File: src/rtl/muldiv_sequencer.sv
// -----------------------------------------------------------------------------
// muldiv_sequencer
//
// Iterative HI/LO multiply/divide unit for a MIPS-style integer pipeline.
// One operation at a time: an accepted start runs WIDTH shift iterations
// (radix-2 shift-add multiply or radix-2 restoring divide on operand
// magnitudes), then a fix-up cycle restores signs and writes HI/LO.
// Latency from the start edge to the HI/LO write is WIDTH+1 edges; done
// pulses for the cycle after that write.
//
// Ports
//   clock        rising-edge clock for all state
//   reset        asynchronous, active-high reset
//   start        request a new operation (sampled only in IDLE)
//   op           00 MULT, 01 MULTU, 10 DIV, 11 DIVU
//   a, b         multiplicand/dividend and multiplier/divisor
//   hi_we, lo_we MTHI/MTLO write enables (honoured only in IDLE)
//   wd           MTHI/MTLO write data
//   busy         high whenever the sequencer is not IDLE
//   done         one-cycle pulse after HI/LO receive a result
//   hi, lo       architectural HI/LO registers
//   div_by_zero  pulses with done when a divide had a zero divisor
// -----------------------------------------------------------------------------
module muldiv_sequencer #(
  parameter int WIDTH = 32
) (
  input  logic             clock,
  input  logic             reset,
  input  logic             start,
  input  logic [1:0]       op,
  input  logic [WIDTH-1:0] a,
  input  logic [WIDTH-1:0] b,
  input  logic             hi_we,
  input  logic             lo_we,
  input  logic [WIDTH-1:0] wd,
  output logic             busy,
  output logic             done,
  output logic [WIDTH-1:0] hi,
  output logic [WIDTH-1:0] lo,
  output logic             div_by_zero
);

  localparam int CW = (WIDTH > 1) ? $clog2(WIDTH) : 1;

  typedef enum logic [1:0] {
    S_IDLE = 2'd0,
    S_RUN  = 2'd1,
    S_FIN  = 2'd2
  } state_e;

  // ---------------------------------------------------------------------------
  // State
  // ---------------------------------------------------------------------------
  state_e               state_q,  state_d;
  logic [CW-1:0]        cnt_q,    cnt_d;
  logic                 is_div_q, is_div_d;
  logic                 signed_q, signed_d;
  logic                 sign_a_q, sign_a_d;
  logic                 sign_b_q, sign_b_d;
  logic                 b_zero_q, b_zero_d;
  // Multiplicand magnitude (multiply) or divisor magnitude (divide).
  logic [WIDTH-1:0]     m_q,      m_d;
  // Shared working register.
  //   multiply: {partial product upper half, remaining multiplier bits}
  //   divide:   {partial remainder, dividend bits shifting into quotient}
  logic [2*WIDTH-1:0]   acc_q,    acc_d;
  logic [WIDTH-1:0]     hi_q,     hi_d;
  logic [WIDTH-1:0]     lo_q,     lo_d;
  logic                 done_q,   done_d;
  logic                 dbz_q,    dbz_d;

  // ---------------------------------------------------------------------------
  // Operand decode at the accepting edge
  // ---------------------------------------------------------------------------
  logic             op_signed;
  logic             op_div;
  logic [WIDTH-1:0] mag_a;
  logic [WIDTH-1:0] mag_b;

  assign op_signed = ~op[0];
  assign op_div    = op[1];
  // -2^(WIDTH-1) maps onto itself, which is its correct unsigned magnitude.
  assign mag_a     = (op_signed && a[WIDTH-1]) ? -a : a;
  assign mag_b     = (op_signed && b[WIDTH-1]) ? -b : b;

  // ---------------------------------------------------------------------------
  // One multiply iteration: add multiplicand into the upper half when the
  // current multiplier LSB is set, then shift the whole accumulator right.
  // The carry out of the add becomes the new MSB.
  // ---------------------------------------------------------------------------
  logic [WIDTH:0]     mul_sum;
  logic [2*WIDTH-1:0] mul_next;

  assign mul_sum  = {1'b0, acc_q[2*WIDTH-1:WIDTH]} +
                    {1'b0, (acc_q[0] ? m_q : {WIDTH{1'b0}})};
  assign mul_next = {mul_sum, acc_q[WIDTH-1:1]};

  // ---------------------------------------------------------------------------
  // One restoring-divide iteration: shift the next dividend bit into the
  // partial remainder, subtract the divisor if it fits, and shift the
  // resulting quotient bit into the low end.
  // ---------------------------------------------------------------------------
  logic [WIDTH:0]     div_shift;
  logic [WIDTH:0]     div_diff;
  logic               div_ge;
  logic [WIDTH-1:0]   div_rem;
  logic [2*WIDTH-1:0] div_next;

  assign div_shift = {acc_q[2*WIDTH-1:WIDTH], acc_q[WIDTH-1]};
  assign div_diff  = div_shift - {1'b0, m_q};
  assign div_ge    = (div_shift >= {1'b0, m_q});
  assign div_rem   = div_ge ? div_diff[WIDTH-1:0] : div_shift[WIDTH-1:0];
  assign div_next  = {div_rem, acc_q[WIDTH-2:0], div_ge};

  // ---------------------------------------------------------------------------
  // Sign fix-up applied in FIN
  // ---------------------------------------------------------------------------
  logic               neg_result;
  logic [2*WIDTH-1:0] prod_res;
  logic [WIDTH-1:0]   quot_raw;
  logic [WIDTH-1:0]   rem_raw;
  logic [WIDTH-1:0]   quot_res;
  logic [WIDTH-1:0]   rem_res;

  assign neg_result = signed_q & (sign_a_q ^ sign_b_q);
  assign prod_res   = neg_result ? -acc_q : acc_q;
  assign quot_raw   = acc_q[WIDTH-1:0];
  assign rem_raw    = acc_q[2*WIDTH-1:WIDTH];
  // Quotient takes the XOR of operand signs; remainder follows the dividend.
  assign quot_res   = neg_result ? -quot_raw : quot_raw;
  assign rem_res    = (signed_q & sign_a_q) ? -rem_raw : rem_raw;

  // ---------------------------------------------------------------------------
  // Next-state logic
  // ---------------------------------------------------------------------------
  always_comb begin
    // NOTE: every variable gets a default before the case so no path leaves
    // one unassigned; otherwise synthesis infers a latch to hold the old value.
    state_d  = state_q;
    cnt_d    = cnt_q;
    is_div_d = is_div_q;
    signed_d = signed_q;
    sign_a_d = sign_a_q;
    sign_b_d = sign_b_q;
    b_zero_d = b_zero_q;
    m_d      = m_q;
    acc_d    = acc_q;
    hi_d     = hi_q;
    lo_d     = lo_q;
    done_d   = 1'b0;
    dbz_d    = 1'b0;

    unique case (state_q)
      S_IDLE: begin
        // MTHI/MTLO land at this edge even if an operation is accepted too;
        // that operation's result overwrites them later.
        if (hi_we) hi_d = wd;
        if (lo_we) lo_d = wd;
        if (start) begin
          state_d  = S_RUN;
          cnt_d    = '0;
          is_div_d = op_div;
          signed_d = op_signed;
          sign_a_d = a[WIDTH-1];
          sign_b_d = b[WIDTH-1];
          b_zero_d = (b == '0);
          m_d      = op_div ? mag_b : mag_a;
          acc_d    = {{WIDTH{1'b0}}, (op_div ? mag_a : mag_b)};
        end
      end

      S_RUN: begin
        acc_d = is_div_q ? div_next : mul_next;
        if (cnt_q == CW'(WIDTH - 1)) begin
          state_d = S_FIN;
          cnt_d   = '0;
        end else begin
          cnt_d = cnt_q + 1'b1;
        end
      end

      S_FIN: begin
        state_d = S_IDLE;
        done_d  = 1'b1;
        if (!is_div_q) begin
          hi_d = prod_res[2*WIDTH-1:WIDTH];
          lo_d = prod_res[WIDTH-1:0];
        end else if (b_zero_q) begin
          hi_d  = '0;
          lo_d  = '0;
          dbz_d = 1'b1;
        end else begin
          hi_d = rem_res;
          lo_d = quot_res;
        end
      end

      default: state_d = S_IDLE;
    endcase
  end

  // ---------------------------------------------------------------------------
  // State registers
  // ---------------------------------------------------------------------------
  always_ff @(posedge clock or posedge reset) begin
    if (reset) begin
      state_q  <= S_IDLE;
      cnt_q    <= '0;
      is_div_q <= 1'b0;
      signed_q <= 1'b0;
      sign_a_q <= 1'b0;
      sign_b_q <= 1'b0;
      b_zero_q <= 1'b0;
      m_q      <= '0;
      acc_q    <= '0;
      hi_q     <= '0;
      lo_q     <= '0;
      done_q   <= 1'b0;
      dbz_q    <= 1'b0;
    end else begin
      // NOTE: non-blocking assignments so every register samples the values
      // from before this edge, independent of statement order.
      state_q  <= state_d;
      cnt_q    <= cnt_d;
      is_div_q <= is_div_d;
      signed_q <= signed_d;
      sign_a_q <= sign_a_d;
      sign_b_q <= sign_b_d;
      b_zero_q <= b_zero_d;
      m_q      <= m_d;
      acc_q    <= acc_d;
      hi_q     <= hi_d;
      lo_q     <= lo_d;
      done_q   <= done_d;
      dbz_q    <= dbz_d;
    end
  end

  // ---------------------------------------------------------------------------
  // Outputs
  // ---------------------------------------------------------------------------
  assign busy        = (state_q != S_IDLE);
  assign done        = done_q;
  assign div_by_zero = dbz_q;
  assign hi          = hi_q;
  assign lo          = lo_q;

endmodule

File: config.mk
export PLATFORM = sky130hd
export DESIGN_NAME = muldiv_sequencer
export DESIGN_NICKNAME = d
export VERILOG_FILES = /design/src/rtl/muldiv_sequencer.sv
export SDC_FILE = /design/constraint.sdc
export NUM_CORES = 1
export LEC_CHECK = 0
export BUFFER_PORTS_ARGS = -buffer_cell sky130_fd_sc_hd__buf_2
export CAP_MARGIN = 20
export CORE_MARGIN = 2
export CORE_UTILIZATION = 55
export CTS_BUF_LIST = sky130_fd_sc_hd__clkbuf_8
export CTS_CLUSTER_DIAMETER = 100
export DETAILED_ROUTE_END_ITERATION = 12
export PLACE_DENSITY = 0.83
export RECOVER_POWER = 25
export SKIP_CTS_REPAIR_TIMING = 1
export SKIP_LAST_GASP = 1
export SLEW_MARGIN = 20
export SYNTH_ARGS = -nofsm -noshare
export SYNTH_HDL_FRONTEND = slang
export SYNTH_SLANG_ARGS = --single-unit
File: constraint.sdc
create_clock -name clock -period 12.55 [get_ports clock]
set_clock_uncertainty 0.15 [all_clocks]
set_input_delay 0.6275 -clock clock [delete_from_list [all_inputs] [get_ports clock]]
set_output_delay 0.6275 -clock clock [all_outputs]
set_load 0.02 [all_outputs]
; Word-level counts from Yosys, hierarchy flattened
; Cells that the tools add are included.
[totals]
reg_bits = 174
inputBits = 103
out_inout_bits = 67
wordCells = 75
[op_classes]
addsub = 8
order_cmp = 1
eq_ne = 7
mux = 30
bitwise_logic = 4
reduce_logical = 12
[ops]
columns = cell, count
row1 = $mux 32, 14
row2 = $mux 64, 3
row3 = $neg 32->32, 4
row4 = $pmux 32 s2, 2
row5 = $pmux 64 s2, 1
row6 = $neg 64->64, 1
row7 = $add 32x32->33, 1
row8 = $ge 33x32->1, 1
row9 = $logic_not 32->1, 1
row10 = $sub 32x32->32, 1
row11 = $mux 5, 2
row12 = $pmux 5 s2, 1
row13 = $reduce_and 2->1, 5
row14 = $ne 2x2->1 const B, 4
row15 = $reduce_bool 2->1, 3
row16 = $add 5x1->5 const B, 1
row17 = $eq 5x5->1 const B, 1
row18 = $mux 1, 4
row19 = $mux 2, 2
row20 = $pmux 2 s2, 1
row21 = $and 1x1->1, 2
row22 = $eq 2x1->1 const B, 1
row23 = $eq 2x2->1 const B, 1
row24 = $logic_and 1x1->1, 2
row25 = 3 further kinds, 3

; Longest topological paths before layout
; Gate-level depths: netlist (run 1).
[logic_depth]
ltp_word = 6
mapped_depth = 16
ltp_nobuf = 14

; Worst setup path before layout (run 1)
; Ideal clock, no wire load.
[synth_path]
kind = flip-flop to flip-flop
startpoint = reg acc_q[0]
endpoint = reg acc_q[59]
setup_time_ps = 86
t_arrival_ps = 3387
t_required_ps = 12314
path_slack_ps = 8927
stages_incl_launch_ff = 16
path_buffers = 3
synth_period_minus_slack_ps = 3623
path_cell_list = dfrtp_1 clkbuf_1 inv_1 clkbuf_1 nor2_1 ha_1 clkbuf_1 nand4_1 or3_1 o31ai_1 a31oi_1 o21ai_0 xor2_1 o21ai_0 a32o_1 nor3_1
[synth_via]
elab_chain_cells = 4
[synth_lines]
columns = element, line
row1 = from (decl), 66  ; logic [2*WIDTH-1:0] acc_q, acc_d;
row2 = from (signal assigned), 215  ; acc_q <= '0;
row3 = from (signal assigned), 231  ; acc_q <= acc_d;
row4 = $mux 32, 95  ; {1'b0, (acc_q[0] ? m_q : {WIDTH{1'b0}})};
row5 = $add 32x32->33, 94  ; assign mul_sum = {1'b0, acc_q[2*WIDTH-1:WIDTH]} +
row6 = $mux 64, 173  ; acc_d = is_div_q ? div_next : mul_next;
row7 = $pmux 64 s2, 153  ; unique case (state_q)
; Every way passes these cells.
; A chain may end at the register's enable or synchronous reset.

==> results of run 1 <==
[layout make-up]
| type | instances | area, µm² | share of cell area |
|---|---|---|---|
| multi-input cells | 1614 | 10200 | 0.610 |
| flip-flops and latches | 174 | 4360 | 0.260 |
| repair buffers | 192 | 1030 | 0.0615 |
| well taps | 378 | 473 | 0.0282 |
| inverters | 65 | 245 | 0.0146 |
| clock buffers | 17 | 234 | 0.0139 |
| clock inverters | 15 | 200 | 0.0119 |
[cell families after synthesis]
group,share of synthesized area
AND/OR/NAND/NOR,0.190
multiplexers,0.0353
flip-flops,0.284
AO/OA/AOI/OAI,0.292
buffers and inverters,0.0504
adder cells (fa/ha/maj),0.0597
XOR/XNOR,0.0891
[synthesized netlist by cell type (6+ instances only)]
cell type / number / share of area
a211oi_1: 38 / 0.019
a21o_1: 28 / 0.014
a21oi_1: 174 / 0.057
a221o_1: 8 / 0.0052
a221oi_1: 10 / 0.0057
a22oi_1: 61 / 0.030
a31oi_1: 33 / 0.013
and2_1: 9 / 0.0037
and3_1: 9 / 0.0037
buf_1: 14 / 0.0034
buf_2: 6 / 0.0020
clkbuf_1: 116 / 0.028
dfrtp_1: 174 / 0.28
ha_1: 70 / 0.057
inv_1: 63 / 0.015
mux2i_1: 53 / 0.035
nand2_1: 207 / 0.051
nand2b_1: 16 / 0.0065
nand3_1: 38 / 0.012
nand4_1: 13 / 0.0053
nor2_1: 172 / 0.042
nor2b_1: 22 / 0.0090
nor3_1: 42 / 0.014
nor4_1: 16 / 0.0065
o211ai_1: 46 / 0.023
o21a_1: 12 / 0.0059
o21ai_0: 226 / 0.074
o21bai_1: 9 / 0.0044
o22ai_1: 13 / 0.0053
o31ai_1: 15 / 0.0073
o41ai_1: 12 / 0.0069
or2_2: 8 / 0.0033
or3_1: 17 / 0.0069
or4_1: 9 / 0.0044
xnor2_1: 81 / 0.046
xor2_1: 75 / 0.043
[worst reg2reg max path, cell delays in order, from the launching register on]
cell and delay, ns:
dfrtp_1 0.52, inv_1 0.10, buf_4 0.35, nor2_1 0.14
ha_1 0.37, a21oi_1 0.33, nand3_1 0.12, o41ai_1 0.55
o31ai_1 0.29, a31oi_1 0.41, o21ai_0 0.22, xor2_1 0.16
o21ai_0 0.08, a32o_1 0.30, nor3_1 0.18
[final timing paths]
check / end / slack [ns] / depth (start not counted) / start
max: hi[2] / 8.11 / 3 / reset
min: sign_b_q / 0.22 / 3 / b[31]
min reg2reg: lo[30] / 0.34 / 2 / lo[30]
max reg2reg: acc_q[59] / 8.20 / 14 / acc_q[0]
min in group asynchronous: hi[26] / 0.87 / 2 / reset
max in group clock: acc_q[59] / 8.20 / 14 / acc_q[0]
[power breakdown]
part           total (mW)  switching (mW)  internal (mW)
combinational        3.40            2.07           1.34
clock               0.430           0.272          0.158
sequential           1.26           0.414          0.844
total                5.09            2.75           2.34
[sequential cells by signal, summed over array words and instances, names as in the netlist]
signal / count
is_div_q: 1
cnt_q: 5
sign_a_q: 1
sign_b_q: 1
hi: 32
signed_q: 1
state_q: 2
div_by_zero: 1
m_q: 32
acc_q: 64
lo: 32
done: 1
b_zero_q: 1
[through the flow]
stage                     std cells  cell area (µm²)   util  hold slack, ns
after CTS                      2454            16800  0.607          0.0848
after detailed placement       2422            16300  0.591           0.316
after floorplan                1990            15300      -           0.299
final                          2455            16800  0.607           0.221
after global routing           2455            16800  0.607           0.230
after global placement         2422            16300  0.591           0.306
[per-layer routing]
layer / vias up / part of all wire / global-route usage
li1: 7417 / - / -
met1: 7580 / 0.41 / 0.478
met2: 1027 / 0.43 / 0.524
met3: 193 / 0.11 / 0.0645
met4: 0 / 0.056 / 0.180
met5: - / 0 / 0
==> impl_metrics.ini, run 1 <==
[outcome]
status = finished with violations
failed_checks = max-capacitance violations, max-slew violations

[sta]
finalHoldViolCount = 0
worst_pin_slew_ns = 3.13
fmax_ghz = 0.225
fin_setup_tns_ns = 0
maxSlewViolCount = 151
rsz0062_at_grt = false
setup_ws_ns = 8.11
setup_viol = 0
relSlewSlack = -1.10
period_minus_slack_ns = 4.44
period_share = 0.354

[synthesis]
synthCells = 1990
synth-edff-count = 0
synth_seq_cells = 174
ys_types = 75
syn_nets = 2165
seq_area_frac_synth = 0.284
avgSynthCellArea_um2 = 7.71
yosysWarnings = 0
ys.flop_type = dfrtp_1
ys_async_sr_fraction = 1.00
netlist_area_um2 = 15300

[layout]
final_nets = 2239
antenna_cells = 0
layout-drive-gt1-share = 0.125
mostFrequentLayoutCell = o21ai_0
fillers = 2481
mostFrequentLayoutCells = 226 x o21ai_0, 206 x nand2_1, 173 x a21oi_1, 173 x dfrtp_1, 171 x nor2_1
area_growth_pct = 9.37

[detailed_routing]
wl_per_cell_um = 21.2
drtIter0Drc = 2424
drc = 0
drtPass1Iterations = 6
vias_per_cell = 6.61
dr_total_vias = 16200
routed_wl_mm = 52.2
antenna_left = 0

[setup_path]
cp.required_ns = 12.51
path_cells = buf_2, clkinvlp_2, clkbuf_1
critical-path-top-delay-family = buffers and inverters
startpoint_type = input port
arrival_ns = 4.40
cp_max_fo = 70
criticalPathCategory = input port to async pin
critPathMaxStageDelay_ns = 1.84
worst-path-buf-inv = 3
endpoint_kind = async pin
slowest_stage = clkbuf_1

[global_routing]
antenna_found_initial = 0
grt_max_degree = 86
grtUsageTotal = 0.349
grt_pass1_wl_mm = 80.0
grt.overflow.total = 0
grt_pass1_vias = 14500

[floorplanning]
row_count = 61
dieArea_um2 = 29200
chipWidth_um = 171
fp.dieH_um = 171
initial_core_util = 0.555
num_io_pins = 170
core_area_um2 = 27600

[power_and_ir_drop]
pwr_density_cell_nw_per_um2 = 304
p_leak_nw = 7.32
p_total_mw = 5.09
irDropWorstVdd_uv = 142

[cts]
clkLatencyLatePin_ns = 0.50
cts_sinks = 174
clkTransAtPathRegs_ns = 0.11
cts_tree = done
clockRootBuffer = clkbuf_8
cts_max_path_buffers = 2
cts_htree_levels = 4
cts_made_buffers = 17

[worst_hold_path]
min_path_type = input port to flop

[placement]
pre_cts_ws_ns = 8.30
place_congestion = 1.03
portBuffers = 169
dpl.hpwl_mm = 39.2

[flow_run]
maxCapViolations = 3
Power figures use the tool's default switching activity.
==> inputs of run 2 (changes only) <==
==> constraint.sdc (replaced) <==
create_clock -name clock -period 4.2 [get_ports clock]
set_clock_uncertainty 0.15 [all_clocks]
set_input_delay 0.21 -clock clock [delete_from_list [all_inputs] [get_ports clock]]
set_output_delay 0.21 -clock clock [all_outputs]
set_load 0.02 [all_outputs]
==> run 2 against run 1 <==
  * The run ends with negative hold slack, max-capacitance violations, max-slew violations left
  * Cell area increased by 3.6%
  * Setup slack got worse by 7.9 ns
  * Via count increased by 1.7%
  * Die area unchanged
  * First-iteration DRC count decreased by 15%
  * Worst hold slack got worse by 0.26 ns
  * Register-to-register slack got worse by 8.0 ns
  * Global-route usage increased by 0.69 points
  * Wire length increased by 6.0%
  * Critical path depth increased by 11
  * Power increased to 3.1 times the previous value
==> impl_metrics.ini, run 2 (same netlist as run 1, synthesis figures left out) <==
[global_routing]
grt.overflow.total = 0
grt_max_degree = 175
antenna_found_initial = 2
grt_pass1_wl_mm = 81.4
grtUsageTotal = 0.355
grt_pass1_vias = 14600

[layout]
fillers = 2466
mostFrequentLayoutCell = o21ai_0
area_growth_pct = 13.3
largest_reg_flops = 64
final_nets = 2308
layout-drive-gt1-share = 0.110
post-route-cell-area_um2 = 17400
mostFrequentLayoutCells = 226 x o21ai_0, 206 x nand2_1, 173 x a21oi_1, 173 x dfrtp_1, 171 x nor2_1
regMostFlops = acc_q

[cts]
cts_htree_levels = 4
clockRootBuffer = clkbuf_8
clkTransAtPathRegs_ns = 0.12
cts_max_path_buffers = 2
cts_sinks = 174
clkLatencyLatePin_ns = 0.51
cts_tree = done
cts_made_buffers = 17

[setup_path]
rrSetupSlack_ns = 0.23
endpoint_kind = flop
critPathMaxStageDelay_ns = 0.50
r2r_end = acc_q[58]
startpoint_type = flop
rr_startpoint = acc_q[0]
cp_max_fo = 31
worstRegToRegCells = 14
crit_cells = 14
path_cells = inv_1, buf_12, nor2_1, ha_1, o211ai_1, o211a_1, o41a_1, o21ai_0, a21oi_1, o21a_1, o21ai_0, mux2i_1, a221oi_1, o211ai_1
arrival_ns = 4.20
cp.required_ns = 4.43
slowest_stage = o41a_1
worst-path-buf-inv = 2
criticalPathCategory = flop to flop
critical-path-top-delay-family = compound AO/OA/AOI/OAI gates

[power_and_ir_drop]
pwr_density_cell_nw_per_um2 = 899
irDropWorstVdd_uv = 475
p_leak_nw = 7.48

[worst_hold_path]
min_path_type = input port to flop
whs_endpoint = hi[21]
min_path_cells = 3
worstHoldStart = wd[21]

[detailed_routing]
wl_met2_mm = 24.4
wl_met1_mm = 22.7
routed_wl_mm = 55.3
routed.top_layer = met4
wl_per_cell_um = 21.9
dr_wl_met3_mm = 5.55
vias_per_cell = 6.53
drc = 0
dr_total_vias = 16500
antenna_left = 0
drtIter0Drc = 2061
drtPass1Iterations = 6

[sta]
fin_hold_ws_ns = -0.0413
fmax_ghz = 0.252
rsz0062_at_grt = false
relSlewSlack = -0.688
worst_pin_slew_ns = 2.53
period_share = 0.946
period_minus_slack_ns = 3.97
setup_viol = 0
maxSlewViolCount = 175
fin_setup_tns_ns = 0
finalHoldViolCount = 6

[outcome]
failed_checks = negative hold slack, max-capacitance violations, max-slew violations
status = finished with violations

[floorplanning]
fp.dieH_um = 171
num_io_pins = 170
dieArea_um2 = 29200
chipWidth_um = 171
core_area_um2 = 27600
initial_core_util = 0.555
row_count = 61

[flow_run]
maxCapViolations = 1

[placement]
place_congestion = 0.982
portBuffers = 169
dpl.hpwl_mm = 40.4
placed_cell_area_um2 = 16600
## run 2: cell types whose count changed in the layout (fill, tap and decap cells not counted), moves of 3 or more
| cell | before | now |
|---|---|---|
| buf_4 | 20 | 52 |
| inv_6 | 1 | 4 |
| buf_2 | 169 | 111 |
| inv_8 | 4 | 0 |
| dlygate4sd3_1 | 0 | 36 |
| clkbuf_1 | 2 | 58 |
| inv_12 | 2 | 5 |
| diode_2 | 0 | 3 |
## run 2: power by group
part           switching (mW)  leakage, nW  internal (mW)
registers               0.910         2.11           2.53
logic                    6.68         5.15           4.17
clock network           0.841        0.221          0.489
total                    8.43         7.48           7.18
## run 2: worst min-delay path, stage by stage
cell and delay, ns:
buf_2 0.17, a21oi_1 0.13, o21ai_0 0.07
## run 2: area by class of cell
cell class	count	area [µm²]	share of cell area
clock inverters	15	218	0.0125
flip-flops and latches	174	4360	0.251
well taps	378	473	0.0272
inverters	65	248	0.0143
repair buffers	261	1590	0.0918
multi-input cells	1614	10200	0.590
diodes	3	7.51	0.000432
clock buffers	17	234	0.0135
## run 2: worst max path at each step
stage | start | endpoint | slack [ns]
after floorplan | acc_q[0] | acc_q[59] | 0.58
after global placement | acc_q[0] | acc_q[58] | 0.46
after detailed placement | acc_q[32] | acc_q[59] | 0.32
after CTS | acc_q[0] | acc_q[58] | 0.28
after global routing | acc_q[0] | acc_q[58] | 0.005
final | acc_q[0] | acc_q[58] | 0.23
## run 2: per-stage QoR
step,power [mW],util,cells,setup slack (ns)
floorplan,10.9,-,1990,0.577
global placement,13.7,0.600,2454,0.465
detailed placement,14.0,0.601,2455,0.317
CTS,15.3,0.617,2487,0.284
global route,16.7,0.629,2525,0.00536
finish,15.6,0.629,2527,0.228
## run 2: metal layers
layer  up-vias  GRT usage
met5         -          0
met4         0      0.162
met3       157     0.0548
met2       951      0.544
met1      7846      0.494
li1       7542          -
==> inputs of run 3 (changes only) <==
--- a/config.mk
+++ b/config.mk
@@ -9,7 +9,6 @@
 export CAP_MARGIN = 20
 export CORE_MARGIN = 2
 export CORE_UTILIZATION = 55
-export CTS_BUF_LIST = sky130_fd_sc_hd__clkbuf_8
 export CTS_CLUSTER_DIAMETER = 100
 export DETAILED_ROUTE_END_ITERATION = 12
 export PLACE_DENSITY = 0.83
==> run 3 against run 2 <==
  * The run still ends with negative hold slack, max-capacitance violations, max-slew violations left
  * Cell area rose by 0.73%
  * Power rose by 2.5%
  * Combinational power barely moved
  * Cell count fell by 0.24%
  * Flip-flop and latch count did not move
  * Register-to-register slack barely moved
  * Core utilization rose by 0.46 points
  * Wire length fell by 0.62%
  * Die area did not move
  * Critical path depth did not move
  * Via count rose by 0.56%
  * Critical path type unchanged
==> impl_metrics.ini, run 3 (same netlist as run 1, synthesis figures left out) <==
[outcome]
status = finished with violations
failed_checks = negative hold slack, max-capacitance violations, max-slew violations

[layout]
mostFrequentLayoutCell = o21ai_0
layout-drive-gt1-share = 0.106
largest_reg_flops = 64
mostFrequentLayoutCells = 226 x o21ai_0, 206 x nand2_1, 173 x a21oi_1, 173 x dfrtp_1, 171 x nor2_1
fillers = 2425
post-route-cell-area_um2 = 17500
final_nets = 2303
regMostFlops = acc_q
area_growth_pct = 14.1

[power_and_ir_drop]
p_comb_frac = 0.677
netSwitchingPower_mw = 8.49
p_int_mw = 7.52
p_leak_nw = 7.52
pwr_density_cell_nw_per_um2 = 915
switching_share = 0.530
pwr-share-clk = 0.108
seq_power_share = 0.215
irDropWorstVdd_uv = 484

[global_routing]
grt.overflow.total = 0
grtUsageTotal = 0.357
grt_pass1_vias = 14700
antenna_found_initial = 2
grt_pass1_wl_mm = 81.9
grt_max_degree = 175

[sta]
setup_viol = 0
fin_hold_ws_ns = -0.0153
finalHoldViolCount = 2
period_share = 0.948
period_minus_slack_ns = 3.98
fmax_ghz = 0.251
worst_pin_slew_ns = 2.45
fin_setup_tns_ns = 0
relSlewSlack = -0.632
maxSlewViolCount = 175
rsz0062_at_grt = false

[floorplanning]
fp.dieH_um = 171
initial_core_util = 0.555
num_io_pins = 170
core_area_um2 = 27600
dieArea_um2 = 29200
chipWidth_um = 171
row_count = 61

[flow_run]
maxCapViolations = 1

[setup_path]
critPathMaxStageDelay_ns = 0.51
path_cells = inv_1, buf_12, nor2_1, ha_1, o211ai_1, o211a_1, o41a_1, o21ai_0, a21oi_1, o21a_1, o21ai_0, mux2i_1, a221oi_1, o211ai_1
arrival_ns = 4.15
critical-path-top-delay-family = compound AO/OA/AOI/OAI gates
slowest_stage = o41a_1
cp.required_ns = 4.37
startpoint_type = flop
endpoint_kind = flop
criticalPathCategory = flop to flop
cp_max_fo = 31
worst-path-buf-inv = 2

[detailed_routing]
routed_wl_mm = 55.0
dr_total_vias = 16600
drc = 0
vias_per_cell = 6.58
antenna_left = 0
drtPass1Iterations = 8
wl_per_cell_um = 21.8
drtIter0Drc = 1867

[cts]
clockRootBuffer = clkbuf_16
cts_htree_levels = 4
clkLatencyLatePin_ns = 0.45
cts_tree = done
cts_made_buffers = 17
cts_sinks = 174
cts_max_path_buffers = 2
clkTransAtPathRegs_ns = 0.08

[placement]
dpl.hpwl_mm = 40.4
place_congestion = 0.982
portBuffers = 169
placed_cell_area_um2 = 16600

[worst_hold_path]
min_path_type = input port to flop
## run 3: worst register-to-register path: cells and delay by family, from the launching register on
kind,cells,cell delay [ns]
simple gates,1,0.08
fa+ha+maj,1,0.34
compound gates,9,2.45
buf+inv,2,0.30
flops,1,0.40
mux,1,0.14
## run 3: cell type report
type	count	area (µm²)	area share
Clock buffer	17	425	0.0243
Antenna cell	2	5.00	0.000286
Multi-Input combinational cell	1614	10200	0.585
Sequential cell	174	4360	0.249
Timing Repair Buffer	256	1530	0.0876
Inverter	65	248	0.0142
Tap cell	378	473	0.0270
Clock inverter	15	218	0.0124
## run 3: worst paths after layout
path,startpoint,cells after the start,to,slack [ns]
max,acc_q[0],14,acc_q[58],0.22
min reg2reg,hi[19],2,hi[19],0.33
min,wd[8],3,hi[8],-0.02
max reg2reg,acc_q[0],14,acc_q[58],0.22
max in group asynchronous,reset,4,is_div_q,1.17
min in group asynchronous,reset,4,hi[16],0.97
## run 3: power groups by stage
stage                     Combinational, mW  Clock (mW)  Sequential [mW]
final                                  10.8        1.73             3.44
after global routing                   11.7        1.80             3.52
after CTS                              10.6        1.72             3.38
after detailed placement               10.5           0             3.41
after global placement                 10.4           0             3.36
after floorplan                        7.38           0             3.52
## run 3: metal layers
layer,global-route usage,vias to the layer above,wire length (µm)
met5,0,-,0
met4,0.164,0,2880
met3,0.0553,175,5650
met2,0.544,1000,24000
met1,0.498,7871,22400
li1,-,7543,-
## run 3: metrics by stage
stage               hold slack (ns)  setup slack (ns)  power [mW]  utilization  std cells
floorplan                     0.165             0.577        10.9            -       1990
global placement              0.306             0.465        13.7        0.600       2454
detailed placement            0.311             0.317        14.0        0.601       2455
CTS                          -0.131             0.285        15.7        0.624       2487
global route                0.00149          0.000471        17.1        0.633       2520
finish                      -0.0153             0.217        16.0        0.633       2521
